===== src/rtl/cpu_pkg.sv =====
// Shared pipeline types and constants for the hazard scoreboard.
// The stage record and the default HI/LO latencies live here.
package cpu_pkg;

    localparam logic [2:0]  FWD_NONE     = 3'd0;
    localparam int unsigned MULT_CYC_DEF = 5;
    localparam int unsigned DIV_CYC_DEF  = 10;

    typedef struct packed {
        logic       valid;
        logic [4:0] wa;
        logic [2:0] tnew;
    } stage_rec_t;

    function automatic logic [2:0] tnew_dec(input logic [2:0] t);
        return (t == 3'd0) ? 3'd0 : t - 3'd1;
    endfunction

endpackage


===== src/rtl/md_busy_counter.sv =====
// HI/LO unit busy tracker: loads the op latency on issue, then counts down to idle.
module md_busy_counter
    import cpu_pkg::*;
#(
    parameter int unsigned MULT_CYC = MULT_CYC_DEF,
    parameter int unsigned DIV_CYC  = DIV_CYC_DEF
) (
    input  logic clk_i,
    input  logic reset_i,
    input  logic load_i,
    input  logic is_div_i,
    output logic busy_o
);

    localparam int unsigned CntMax = (DIV_CYC > MULT_CYC) ? DIV_CYC : MULT_CYC;
    localparam int unsigned CntW   = $clog2(CntMax + 1);

    logic [CntW-1:0] md_cnt_q, md_cnt_d;

    always_comb begin
        md_cnt_d = md_cnt_q;
        if (load_i) begin
            md_cnt_d = is_div_i ? CntW'(DIV_CYC) : CntW'(MULT_CYC);
        end else if (md_cnt_q != '0) begin
            md_cnt_d = md_cnt_q - CntW'(1);
        end
    end

    always_ff @(posedge clk_i or posedge reset_i) begin
        if (reset_i) begin
            md_cnt_q <= '0;
        end else begin
            md_cnt_q <= md_cnt_d;
        end
    end

    assign busy_o = (md_cnt_q != '0);

endmodule


===== src/rtl/hazard_scoreboard.sv =====
// Tracks in-flight register writers after D, decides stall and forwarding sources for the
// D-stage operands, and interlocks HI/LO accesses against a busy mult/div unit.
module hazard_scoreboard
    import cpu_pkg::*;
#(
    parameter int unsigned NSTAGE   = 3,
    parameter int unsigned MULT_CYC = MULT_CYC_DEF,
    parameter int unsigned DIV_CYC  = DIV_CYC_DEF
) (
    input  logic       clk,
    input  logic       reset,
    input  logic       rd_rs_en,
    input  logic       rd_rt_en,
    input  logic [4:0] ra_rs,
    input  logic [4:0] ra_rt,
    input  logic [2:0] tuse_rs,
    input  logic [2:0] tuse_rt,
    input  logic       wr_en,
    input  logic [4:0] wa,
    input  logic [2:0] tnew,
    input  logic       md_start,
    input  logic       md_is_div,
    input  logic       md_use,
    input  logic       flush,
    output logic       stall,
    output logic [2:0] fwd_rs,
    output logic [2:0] fwd_rt,
    output logic       md_busy
);

    stage_rec_t stage_q [1:NSTAGE];
    stage_rec_t stage_d [1:NSTAGE];

    logic       rs_hit, rt_hit;
    logic [2:0] rs_idx, rt_idx;
    logic [2:0] rs_tnew, rt_tnew;
    logic       rs_req, rt_req;
    logic       rs_haz, rt_haz, md_haz;
    logic       md_load;

    // Scan oldest to youngest so the lowest matching stage wins.
    always_comb begin
        rs_hit  = 1'b0;
        rt_hit  = 1'b0;
        rs_idx  = FWD_NONE;
        rt_idx  = FWD_NONE;
        rs_tnew = 3'd0;
        rt_tnew = 3'd0;
        for (int k = int'(NSTAGE); k >= 1; k--) begin
            if (stage_q[k].valid && stage_q[k].wa == ra_rs) begin
                rs_hit  = 1'b1;
                rs_idx  = 3'(k);
                rs_tnew = stage_q[k].tnew;
            end
            if (stage_q[k].valid && stage_q[k].wa == ra_rt) begin
                rt_hit  = 1'b1;
                rt_idx  = 3'(k);
                rt_tnew = stage_q[k].tnew;
            end
        end
    end

    assign rs_req = rd_rs_en && (ra_rs != 5'd0) && rs_hit;
    assign rt_req = rd_rt_en && (ra_rt != 5'd0) && rt_hit;
    assign rs_haz = rs_req && (rs_tnew > tuse_rs);
    assign rt_haz = rt_req && (rt_tnew > tuse_rt);
    assign md_haz = (md_start || md_use) && md_busy;

    assign stall  = (rs_haz || rt_haz || md_haz) && !flush;
    assign fwd_rs = (rs_req && rs_tnew == 3'd0) ? rs_idx : FWD_NONE;
    assign fwd_rt = (rt_req && rt_tnew == 3'd0) ? rt_idx : FWD_NONE;

    always_comb begin
        for (int k = 1; k <= int'(NSTAGE); k++) begin
            stage_d[k] = '0;
        end
        if (!stall && !flush) begin
            stage_d[1].valid = wr_en && (wa != 5'd0);
            stage_d[1].wa    = wa;
            stage_d[1].tnew  = tnew;
        end
        for (int k = 2; k <= int'(NSTAGE); k++) begin
            stage_d[k].valid = stage_q[k-1].valid && !flush;
            stage_d[k].wa    = stage_q[k-1].wa;
            stage_d[k].tnew  = tnew_dec(stage_q[k-1].tnew);
        end
    end

    always_ff @(posedge clk or posedge reset) begin
        if (reset) begin
            for (int k = 1; k <= int'(NSTAGE); k++) begin
                stage_q[k] <= '0;
            end
        end else begin
            for (int k = 1; k <= int'(NSTAGE); k++) begin
                stage_q[k] <= stage_d[k];
            end
        end
    end

    // A flushed or stalled mult/div never issues, but one already running keeps counting.
    assign md_load = md_start && !stall && !flush;

    md_busy_counter #(
        .MULT_CYC(MULT_CYC),
        .DIV_CYC (DIV_CYC)
    ) u_md_busy_counter (
        .clk_i   (clk),
        .reset_i (reset),
        .load_i  (md_load),
        .is_div_i(md_is_div),
        .busy_o  (md_busy)
    );

endmodule


===== config.mk =====
export PLATFORM = sky130hd
export DESIGN_NAME = hazard_scoreboard
export DESIGN_NICKNAME = d
export VERILOG_FILES = /design/src/rtl/cpu_pkg.sv /design/src/rtl/md_busy_counter.sv /design/src/rtl/hazard_scoreboard.sv
export SDC_FILE = /design/constraint.sdc
export NUM_CORES = 1
export LEC_CHECK = 0
export BUFFER_PORTS_ARGS = -buffer_cell sky130_fd_sc_hd__buf_2
export CELL_PAD_IN_SITES_DETAIL_PLACEMENT = 1
export CELL_PAD_IN_SITES_GLOBAL_PLACEMENT = 2
export CORE_MARGIN = 2
export CORE_UTILIZATION = 37
export CTS_CLUSTER_DIAMETER = 30
export CTS_CLUSTER_SIZE = 25
export DETAILED_ROUTE_END_ITERATION = 6
export HOLD_SLACK_MARGIN = 0.02
export PLACE_DENSITY_LB_ADDON = 0.1
export REMOVE_ABC_BUFFERS = 1
export SKIP_LAST_GASP = 1
export SYNTH_ARGS = -nofsm -noshare
export SYNTH_HDL_FRONTEND = slang
export SYNTH_SLANG_ARGS = --single-unit

===== constraint.sdc =====
create_clock -name clk -period 7.4 [get_ports clk]
set_input_delay 1.48 -clock clk [delete_from_list [all_inputs] [get_ports clk]]
set_output_delay 1.48 -clock clk [all_outputs]
set_load 0.01 [all_outputs]

==> metrics.txt <==
outcome finished clean; kind of start point of the critical path input pin; Internal Power 0.000325 W; Worst path depth 14; actual transition at the worst max-transition pin ~0.64 ns; worst hold-check slack approximately 0.43 ns; cell family with most CP delay compound AO/OA/AOI/OAI gates; hold path cells 0; final setup TNS 0 ns; Leakage 1.17 nW; Placement Setup Slack ~1.3 ns; clock-pin transition on the worst setup and hold timing paths around 0.06 ns; met2 usage 0.309; worst hold path class reg2reg; Filler Cell Count 601; Distinct cells, synth 41; CP most frequent cell buf_2; count of warnings emitted by yosys 0; final clock skew 0.00318 ns; relative contribution of combinational cells to total power 0.268; wire length of the first global-routing pass about 8.4 mm; clk buf depth 2; routed wire length 4.92 mm; Resized cells post-CTS 0; minimum clock period approximately 6.1 ns; number of flops mapped to enable cells by yosys 0; post-detailed-route DRC marker count 0; post-route standard cell area excluding fillers 2350 sq um; most common cell after layout, fill and taps aside buf_2; type of the worst setup path in2out; maximum VDD drop 0.000141 V; register area share after synthesis 0.383; largest net degree at the start of global routing 32; Slew Viols, Final 0; number of primary I/O pins between 40 and 50; FFs w/ async S/R, synth 1.00; gr busiest metal met2; final setup slack of the worst path 1.28 ns; root buf cell clkbuf_8; number of input and output port buffers inserted 38; TritonRoute pass-1 iters 4; area growth from synthesis to layout 15.9%; CP max stage cell and3_1; fraction of final layout cells sized beyond drive strength 1 0.242; Die Ht 78.0 microns; clock share of power 0.271; worst reg-to-reg setup slack 3.98 ns; floorplan die width 78.0 microns; number of buffers and inverters on the critical path 3; antenna violations before repair 0; post-detailed-placement cell area between 2000 and 2500 sq um; max-cap check violation count 0; Arr. time, crit path 4.64 ns; number of nets at the end of the flow 285; total number of vias 1643; crit path max fanout 13; Avg Inst Size Synth 10.1 sq um; area of the placeable core 5200 sq um; post-cts hold buffer count 0; final global-route overflow total 0; Final Cycle Share 0.827; antenna diode instance count 0; setup repair after global routing missed its margin no; CTS tree yes; number of instances in the synthesized netlist around 200; H-Tree Level Count 2; via-per-instance ratio 5.30; met3 GRT Util 0.0437; post-synth design cell area 2030 sq um; residual antenna-violating net count after detailed routing 0; Sink Count 31; vias in the first global route about 1700; routed wirelength normalized by instance count approximately 16 microns; area of the die 6090 sq um; iteration-0 DRC count of the detailed router 50; source-to-sink clock delay at the later pin of the worst-skew pair ~0.27 ns; hold violation total from the final report 0; cell-by-cell listing of the critical path buf_2, xor2_1, nor4_1, and3_1, mux2i_1, inv_1, ha_1, nor2b_1, o21ai_0, a21oi_1, o311ai_4, o21ai_2, o21ba_2, buf_2; TritonCTS Buffers 5; routability congestion estimate from global placement 0.786; met1 Use GR 0.214; commonest register cell after synthesis dfrtp_1; critical path capture point type output port; post-detail-place hpwl 4.06 mm; cell row count 26; initial standard-cell utilization of the core 0.389; required time of the critical path slightly below 6 ns; sum of internal, switching and leakage power 0.000476 W; maximum clock frequency 163 MHz; Post CTS Setup Buffer Count 0; net switching power of the design between 0.00015 and 0.0002 W; Max-Slew Margin vs Limit 0.574; overall routing resource usage 0.178; Setup Viol. Count Final 0; switching share of power 0.316; power per cell area 202 nW/um^2; highest-count cells in the layout ignoring fill and taps buf_2, dfrtp_1, xor2_1, inv_1, ha_1; number of cell instances on the worst register-to-register path 12; largest stage delay on the critical path 0.45 ns; Sequential Power Share 0.461; number of synthesized register bits 31
synth_stat cells, types with 4 or more instances:
cell      n  area share
a21oi_1   9       0.022
and3_1    6       0.019
dfrtp_1  31        0.38
ha_1     12       0.074
inv_1    17       0.031
mux2i_1   6       0.030
nand2_1   6       0.011
nand3_1   4      0.0099
nand4_1   6       0.019
nor2_1   10       0.019
nor2b_1   6       0.019
nor4_1    7       0.022
nor4b_2   6       0.044
o21ai_0   7       0.017
xnor2_1   8       0.035
xor2_1   24        0.10
sequential cells by signal, summed over array words and instances, names as in the netlist:
name / cells
stage_q: 17
stage_d: 10
u_md_busy_counter.md_cnt_q: 4
metrics by stage:
| stage | cells | util |
|---|---|---|
| floorplan | 194 | - |
| global placement | 303 | 0.435 |
| detailed placement | 303 | 0.435 |
| CTS | 310 | 0.451 |
| global route | 310 | 0.451 |
| finish | 310 | 0.451 |
power by group through the flow:
stage	sequential [W]	combinational (W)	clock [W]
after CTS	0.000219	0.000130	0.000134
after global placement	0.000222	0.000122	0
final	0.000219	0.000127	0.000129
after detailed placement	0.000222	0.000128	0
after floorplan	0.000215	0.0000907	0
after global routing	0.000223	0.000146	0.000145
final cells by class:
type | instances | area [sq um] | area share
clock inverters | 1 | 5.00 | 0.00213
well taps | 70 | 87.6 | 0.0373
flip-flops and latches | 31 | 776 | 0.330
clock buffers | 6 | 82.6 | 0.0351
repair buffers | 39 | 198 | 0.0841
inverters | 17 | 63.8 | 0.0272
multi-input cells | 146 | 1140 | 0.484
per-layer routing:
| layer | wire length [microns] | up-vias |
|---|---|---|
| met3 | 241 | 8 |
| li1 | - | 780 |
| met4 | 51 | 0 |
| met2 | 2510 | 42 |
| met1 | 2120 | 813 |
| met5 | 0 | - |
logic make-up after synthesis:
family,Yosys count,share of synthesized area
XOR/XNOR,32,0.138
multiplexers,6,0.0296
flip-flops,31,0.383
AND/OR/NAND/NOR,63,0.206
AO/OA/AOI/OAI,31,0.109
other,1,0.00185
adder cells (fa/ha/maj),12,0.0741
buffers and inverters,25,0.0580
worst register-to-register path: cells and delay by family (launching register included):
kind,cells,cell delay (ns)
DFF,1,0.41
buffers and inverters,1,0.08
muxes,1,0.32
xor gates and xnor gates,1,0.15
and+or+nand+nor,4,1.31
AOI/OAI and AO/OA,4,0.74
adders and majority gates,1,0.29
worst paths after layout:
path                              from           to
min in group asynchronous        reset  stage_d[16]
setup / recovery              ra_rs[1]        stall
setup reg to reg           stage_d[13]  stage_q[19]
max in group asynchronous        reset   stage_q[2]
hold / removal             stage_d[13]   stage_d[4]
hold reg to reg            stage_d[13]   stage_d[4]
No activity file was read; power rests on OpenSTA's default activity.
